<file path="src/rtl/adder_result_voter.sv">
// Result voter and fault manager for the dual-channel self-checking adder.
// Optional macro ADDER_VOTER_ERRCNT_EN builds the saturating total-error counters.
module adder_result_voter #(
  parameter int WIDTH       = 3,
  parameter int CNT_W       = 8,
  parameter int FAIL_THRESH = 4
) (
  input  logic             clk,
  input  logic             rst_n,
  input  logic             in_valid,
  output logic             in_ready,
  input  logic [WIDTH-1:0] x_sum,
  input  logic             x_carry,
  input  logic             x_e0,
  input  logic             x_e1,
  input  logic [WIDTH-1:0] y_sum,
  input  logic             y_carry,
  input  logic             y_e0,
  input  logic             y_e1,
  input  logic             clr,
  output logic             out_valid,
  input  logic             out_ready,
  output logic [WIDTH-1:0] out_sum,
  output logic             out_carry,
  output logic             out_src,
  output logic             out_err,
  output logic [1:0]       state,
  output logic [CNT_W-1:0] x_err_cnt,
  output logic [CNT_W-1:0] y_err_cnt
);

  typedef enum logic [1:0] {
    DUAL   = 2'b00,
    X_ONLY = 2'b01,
    Y_ONLY = 2'b10,
    FAILED = 2'b11
  } state_e;

  localparam logic [3:0] THRESH = 4'(FAIL_THRESH);

  state_e           state_q, state_d;
  logic [3:0]       xfail_q, xfail_d, yfail_q, yfail_d;
  logic [3:0]       x_inc, y_inc;
  logic             x_retire, y_retire;
  logic             accept, xok, yok;
  logic             sel_y, sel_err;

  logic             out_valid_q, out_valid_d;
  logic [WIDTH-1:0] out_sum_q, out_sum_d;
  logic             out_carry_q, out_carry_d;
  logic             out_src_q, out_src_d;
  logic             out_err_q, out_err_d;

  assign xok      = x_e0 ^ x_e1;
  assign yok      = y_e0 ^ y_e1;
  assign in_ready = ~out_valid_q | out_ready;
  assign accept   = in_valid & in_ready;

  // Retirement is judged on the post-increment value, before any clr override.
  assign x_inc    = (xfail_q >= THRESH) ? THRESH : xfail_q + 4'd1;
  assign y_inc    = (yfail_q >= THRESH) ? THRESH : yfail_q + 4'd1;
  assign x_retire = accept & ~xok & (x_inc == THRESH);
  assign y_retire = accept & ~yok & (y_inc == THRESH);

  always_comb begin
    xfail_d = xfail_q;
    yfail_d = yfail_q;
    if (accept) begin
      xfail_d = xok ? '0 : x_inc;
      yfail_d = yok ? '0 : y_inc;
    end
    if (clr) begin
      xfail_d = '0;
      yfail_d = '0;
    end
  end

  // FSM: state register
  always_ff @(posedge clk or negedge rst_n) begin
    if (!rst_n) begin
      state_q <= DUAL;
      xfail_q <= '0;
      yfail_q <= '0;
    end else begin
      state_q <= state_d;
      xfail_q <= xfail_d;
      yfail_q <= yfail_d;
    end
  end

  // FSM: next state
  always_comb begin
    state_d = state_q;
    if (accept) begin
      unique case (state_q)
        DUAL: begin
          if (x_retire && y_retire) state_d = FAILED;
          else if (x_retire)        state_d = Y_ONLY;
          else if (y_retire)        state_d = X_ONLY;
        end
        X_ONLY: if (x_retire) state_d = FAILED;
        Y_ONLY: if (y_retire) state_d = FAILED;
        FAILED: state_d = FAILED;
        default: state_d = FAILED;
      endcase
    end
    if (clr) state_d = DUAL;
  end

  // FSM: output (channel selection from the pre-accept state)
  always_comb begin
    sel_y   = 1'b0;
    sel_err = 1'b0;
    unique case (state_q)
      DUAL: begin
        if (xok && yok) begin
          sel_err = ({x_carry, x_sum} != {y_carry, y_sum});
        end else if (xok) begin
          sel_err = 1'b0;
        end else if (yok) begin
          sel_y = 1'b1;
        end else begin
          sel_err = 1'b1;
        end
      end
      X_ONLY: sel_err = ~xok;
      Y_ONLY: begin
        sel_y   = 1'b1;
        sel_err = ~yok;
      end
      FAILED: sel_err = 1'b1;
      default: sel_err = 1'b1;
    endcase
  end

  always_comb begin
    out_valid_d = out_valid_q;
    out_sum_d   = out_sum_q;
    out_carry_d = out_carry_q;
    out_src_d   = out_src_q;
    out_err_d   = out_err_q;
    if (accept) begin
      out_valid_d = 1'b1;
      out_sum_d   = sel_y ? y_sum : x_sum;
      out_carry_d = sel_y ? y_carry : x_carry;
      out_src_d   = sel_y;
      out_err_d   = sel_err;
    end else if (out_ready) begin
      out_valid_d = 1'b0;
    end
  end

  always_ff @(posedge clk or negedge rst_n) begin
    if (!rst_n) begin
      out_valid_q <= 1'b0;
      out_sum_q   <= '0;
      out_carry_q <= 1'b0;
      out_src_q   <= 1'b0;
      out_err_q   <= 1'b0;
    end else begin
      out_valid_q <= out_valid_d;
      out_sum_q   <= out_sum_d;
      out_carry_q <= out_carry_d;
      out_src_q   <= out_src_d;
      out_err_q   <= out_err_d;
    end
  end

  assign out_valid = out_valid_q;
  assign out_sum   = out_sum_q;
  assign out_carry = out_carry_q;
  assign out_src   = out_src_q;
  assign out_err   = out_err_q;
  assign state     = state_q;

`ifdef ADDER_VOTER_ERRCNT_EN
  logic [CNT_W-1:0] x_tot_q, x_tot_d, y_tot_q, y_tot_d;

  always_comb begin
    x_tot_d = x_tot_q;
    y_tot_d = y_tot_q;
    if (accept && !xok && (x_tot_q != '1)) x_tot_d = x_tot_q + CNT_W'(1);
    if (accept && !yok && (y_tot_q != '1)) y_tot_d = y_tot_q + CNT_W'(1);
    if (clr) begin
      x_tot_d = '0;
      y_tot_d = '0;
    end
  end

  always_ff @(posedge clk or negedge rst_n) begin
    if (!rst_n) begin
      x_tot_q <= '0;
      y_tot_q <= '0;
    end else begin
      x_tot_q <= x_tot_d;
      y_tot_q <= y_tot_d;
    end
  end

  assign x_err_cnt = x_tot_q;
  assign y_err_cnt = y_tot_q;
`else
  assign x_err_cnt = '0;
  assign y_err_cnt = '0;
`endif

endmodule

</file>
<file path="config.mk">
export PLATFORM = sky130hd
export DESIGN_NAME = adder_result_voter
export DESIGN_NICKNAME = d
export VERILOG_FILES = /design/src/rtl/adder_result_voter.sv
export SDC_FILE = /design/constraint.sdc
export NUM_CORES = 1
export LEC_CHECK = 0
export CORE_MARGIN = 3
export CORE_UTILIZATION = 44
export CTS_CLUSTER_DIAMETER = 50
export DETAILED_ROUTE_END_ITERATION = 10
export MAX_ROUTING_LAYER = met4
export PLACE_DENSITY = 0.82
export SKIP_CTS_REPAIR_TIMING = 1
export SLEW_MARGIN = 20
export SYNTH_ARGS = -nofsm -noshare
export SYNTH_HDL_FRONTEND = slang
export SYNTH_SLANG_ARGS = --single-unit
</file>
<file path="constraint.sdc">
create_clock -name clk -period 2.05 [get_ports clk]
set_input_delay 0.41 -clock clk [delete_from_list [all_inputs] [get_ports clk]]
set_output_delay 0.41 -clock clk [all_outputs]
set_load 0.05 [all_outputs]
</file>
==> results <==
-- power groups by stage --
stage	registers (mW)	clock network, mW	logic (mW)
after CTS	0.376	0.186	0.346
after global routing	0.379	0.204	0.364
after detailed placement	0.382	0	0.345
final	0.376	0.178	0.345
after floorplan	0.461	0	0.168
after global placement	0.381	0	0.339
-- worst register-to-register path, cell delays in order, from the launching register on --
cell      delay, ns
dfrtp_1        0.39
nand2b_1       0.11
and2_1         0.35
buf_4          0.21
nand4b_1       0.09
a21oi_1        0.16
-- per-stage QoR --
step	hold slack (ns)	utilization	instance area (µm²)
6_report	0.426	0.625	1260
5_1_grt	0.418	0.625	1260
4_1_cts	0.429	0.624	1260
3_5_place_dp	0.472	0.611	1230
3_3_place_gp	0.464	0.611	1230
2_1_floorplan	0.114	-	1030
-- layer usage --
| metal | GRT usage | up-vias | wire (µm) |
|---|---|---|---|
| li1 | - | 378 | - |
| met1 | 0.206 | 384 | 865 |
| met2 | 0.281 | 21 | 1060 |
| met3 | 0.0451 | 5 | 83 |
| met4 | 0.119 | 0 | 52 |
| met5 | - | - | 0 |
-- final timing paths --
kind                             from         end  slack [ns]  cells past startpoint
min reg2reg                   out_src     out_src        0.48                      1
min                             rst_n   out_carry        0.43                      2
max                        out_sum[0]  out_sum[0]        0.17                      1
max in group asynchronous       rst_n  xfail_q[1]        1.43                      2
min in group clk              out_src     out_src        0.48                      1
max reg2reg                 out_valid  yfail_q[0]        0.67                      5
-- layout make-up --
class,instances,share of cell area
Clock buffer,4,0.0208
Inverter,2,0.00594
Multi-Input combinational cell,76,0.366
Sequential cell,17,0.337
Tap cell,27,0.0267
Timing Repair Buffer,31,0.244
-- state kept, by name, indices dropped and copies added, names as in the netlist --
register and cells:
out_src 1, out_carry 1, state 2, out_sum 3, out_valid 1, yfail_q 4, out_err 1, xfail_q 4
-- logic make-up (layout without fill, tap and decap cells) --
family / after synthesis / after routing / share of synthesized area
DFF: 17 / 17 / 0.437
adders and majority gates: 2 / 2 / 0.0257
other: 1 / 16 / 0.00385
and+or+nand+nor: 30 / 30 / 0.168
xor gates and xnor gates: 7 / 7 / 0.0707
buffers and inverters: 21 / 37 / 0.145
AOI/OAI and AO/OA: 21 / 21 / 0.149
-- cells in the final DEF, fill, tap and decap left out, drive strengths merged, types with 2 or more instances in the layout --
cell type | synthesis | layout
a21oi | 5 | 5
a221o | 4 | 4
a31oi | 3 | 3
and2 | 5 | 5
buf | 19 | 7
clkbuf | 0 | 4
clkdlybuf4s50 | 0 | 23
conb | 1 | 16
dfrtp | 17 | 17
ha | 2 | 2
inv | 2 | 2
nand2 | 8 | 8
nand2b | 2 | 2
nand4 | 3 | 3
nand4b | 2 | 2
nor2 | 6 | 6
nor3b | 2 | 2
o21ai | 4 | 4
xnor2 | 6 | 6
==> impl_metrics.tcl <==
set metrics [dict create \
    setup_viol 0 \
    clkPwrFrac 0.198 \
    dp.cells 153 \
    synth_ff_type "dfrtp_1" \
    ys_types 29 \
    p_leak_nw 0.574 \
    track_usage 0.181 \
    cts_made_buffers 3 \
    clkTransAtPathRegs_ns 0.09 \
    start_util 0.481 \
    layout-drive-gt1-share 0.100 \
    critPathMaxFanout 2 \
    synthCells 99 \
    instances_no_fill 157 \
    final.fill_count 174 \
    port_buffers 26 \
    vias_per_cell 5.02 \
    synth_area_um2 973 \
    end_kind "output port" \
    ant_nets 0 \
    drcViolationCount 0 \
    pwr_density_cell_mw_per_mm2 711 \
    dp_slack_ns 0.102 \
    drt-pass1-iter-count 2 \
    wirelength_um 2060 \
    finalPower_uw 899 \
    netlist.area_leader.share 0.437 \
    seq_power_share 0.418 \
    fp.dieArea_mm2 0.00281 \
    cp.required_ns 1.64 \
    htreeDepth 1 \
    setup_tns_ns 0 \
    num_vias 788 \
    root_buffer "clkbuf_4" \
    combPwrFrac 0.384 \
    p_switching_uw 343 \
    synth_seq_area_share 0.437 \
    p_int_uw 556 \
    area_growth_pct 29.8 \
    grt_max_degree 18 \
    cp-start-kind "flop" \
    fin_crit_sh 0.917 \
    maxCapViolations 0 \
    core_mm2 0.00202 \
    grt_overflow 0 \
    path_delay_family "buffers and inverters" \
    dp_hpwl_um 1600 \
    synth_edf_count 0 \
    syn_avg_cell_area_um2 9.83 \
    rsz0062_at_grt "no" \
    post-synth-top-area-cell "dfrtp_1" \
    yosys-top-cells-area "dfrtp_1 44%, buf_4 12%, xnor2_1 4.5%" \
    swShare 0.382 \
    worst_pin_slew_ns 0.510 \
    grt_pass1_vias 742 \
    tritoncts "done" \
    async_flop_share 1.00 \
    ys_seq_elements 17 \
    crit_arrival_ns 1.47 \
    period_minus_slack_ns 1.88 \
    maxSlewHeadroom 0.659 \
    seqCellArea_um2 425 \
    slew_violations 0 \
    grt_pass1_wl_um 3450 \
    cpPeakStageDelay_ns 0.81 \
    die_h_um 53.0 \
    antenna_cells 0 \
    clockBufferDepth 2 \
    path_buf_inv 1 \
    multiInputGateArea_um2 463 \
    rows 16 \
    yosysMostFrequentCell "dfrtp_1" \
    final_hold_viol_count 0 \
    worstSetupPathType "flop to output port" \
    clkSinkCount 17 \
    antenna_found_initial 0 \
    drtIter0Drc 10 \
    place.gp.congestion 0.810 \
    nets 150 \
    fmax_ghz 0.532 \
    peakVddDrop_mv 0.469 \
    path_cells "clkdlybuf4s50_1" \
    fin_worst_skew_ns 0.00501 \
    ys_top_cells_by_count "17 x dfrtp_1, 16 x buf_4, 8 x nand2_1" \
    yosys_warnings 0 \
    hold_class "primary input to async pin" \
    clock_latency_ns 0.29 \
    drt-wirelength-per-cell_um 13.1 \
    critPathSlowestCell "clkdlybuf4s50_1" \
    fin_ws_ns 0.169 \
    io_pins 43 \
    die-width_um 53.0 \
    status "completed" \
]
Note: power is estimated with default switching activity, not from simulation.
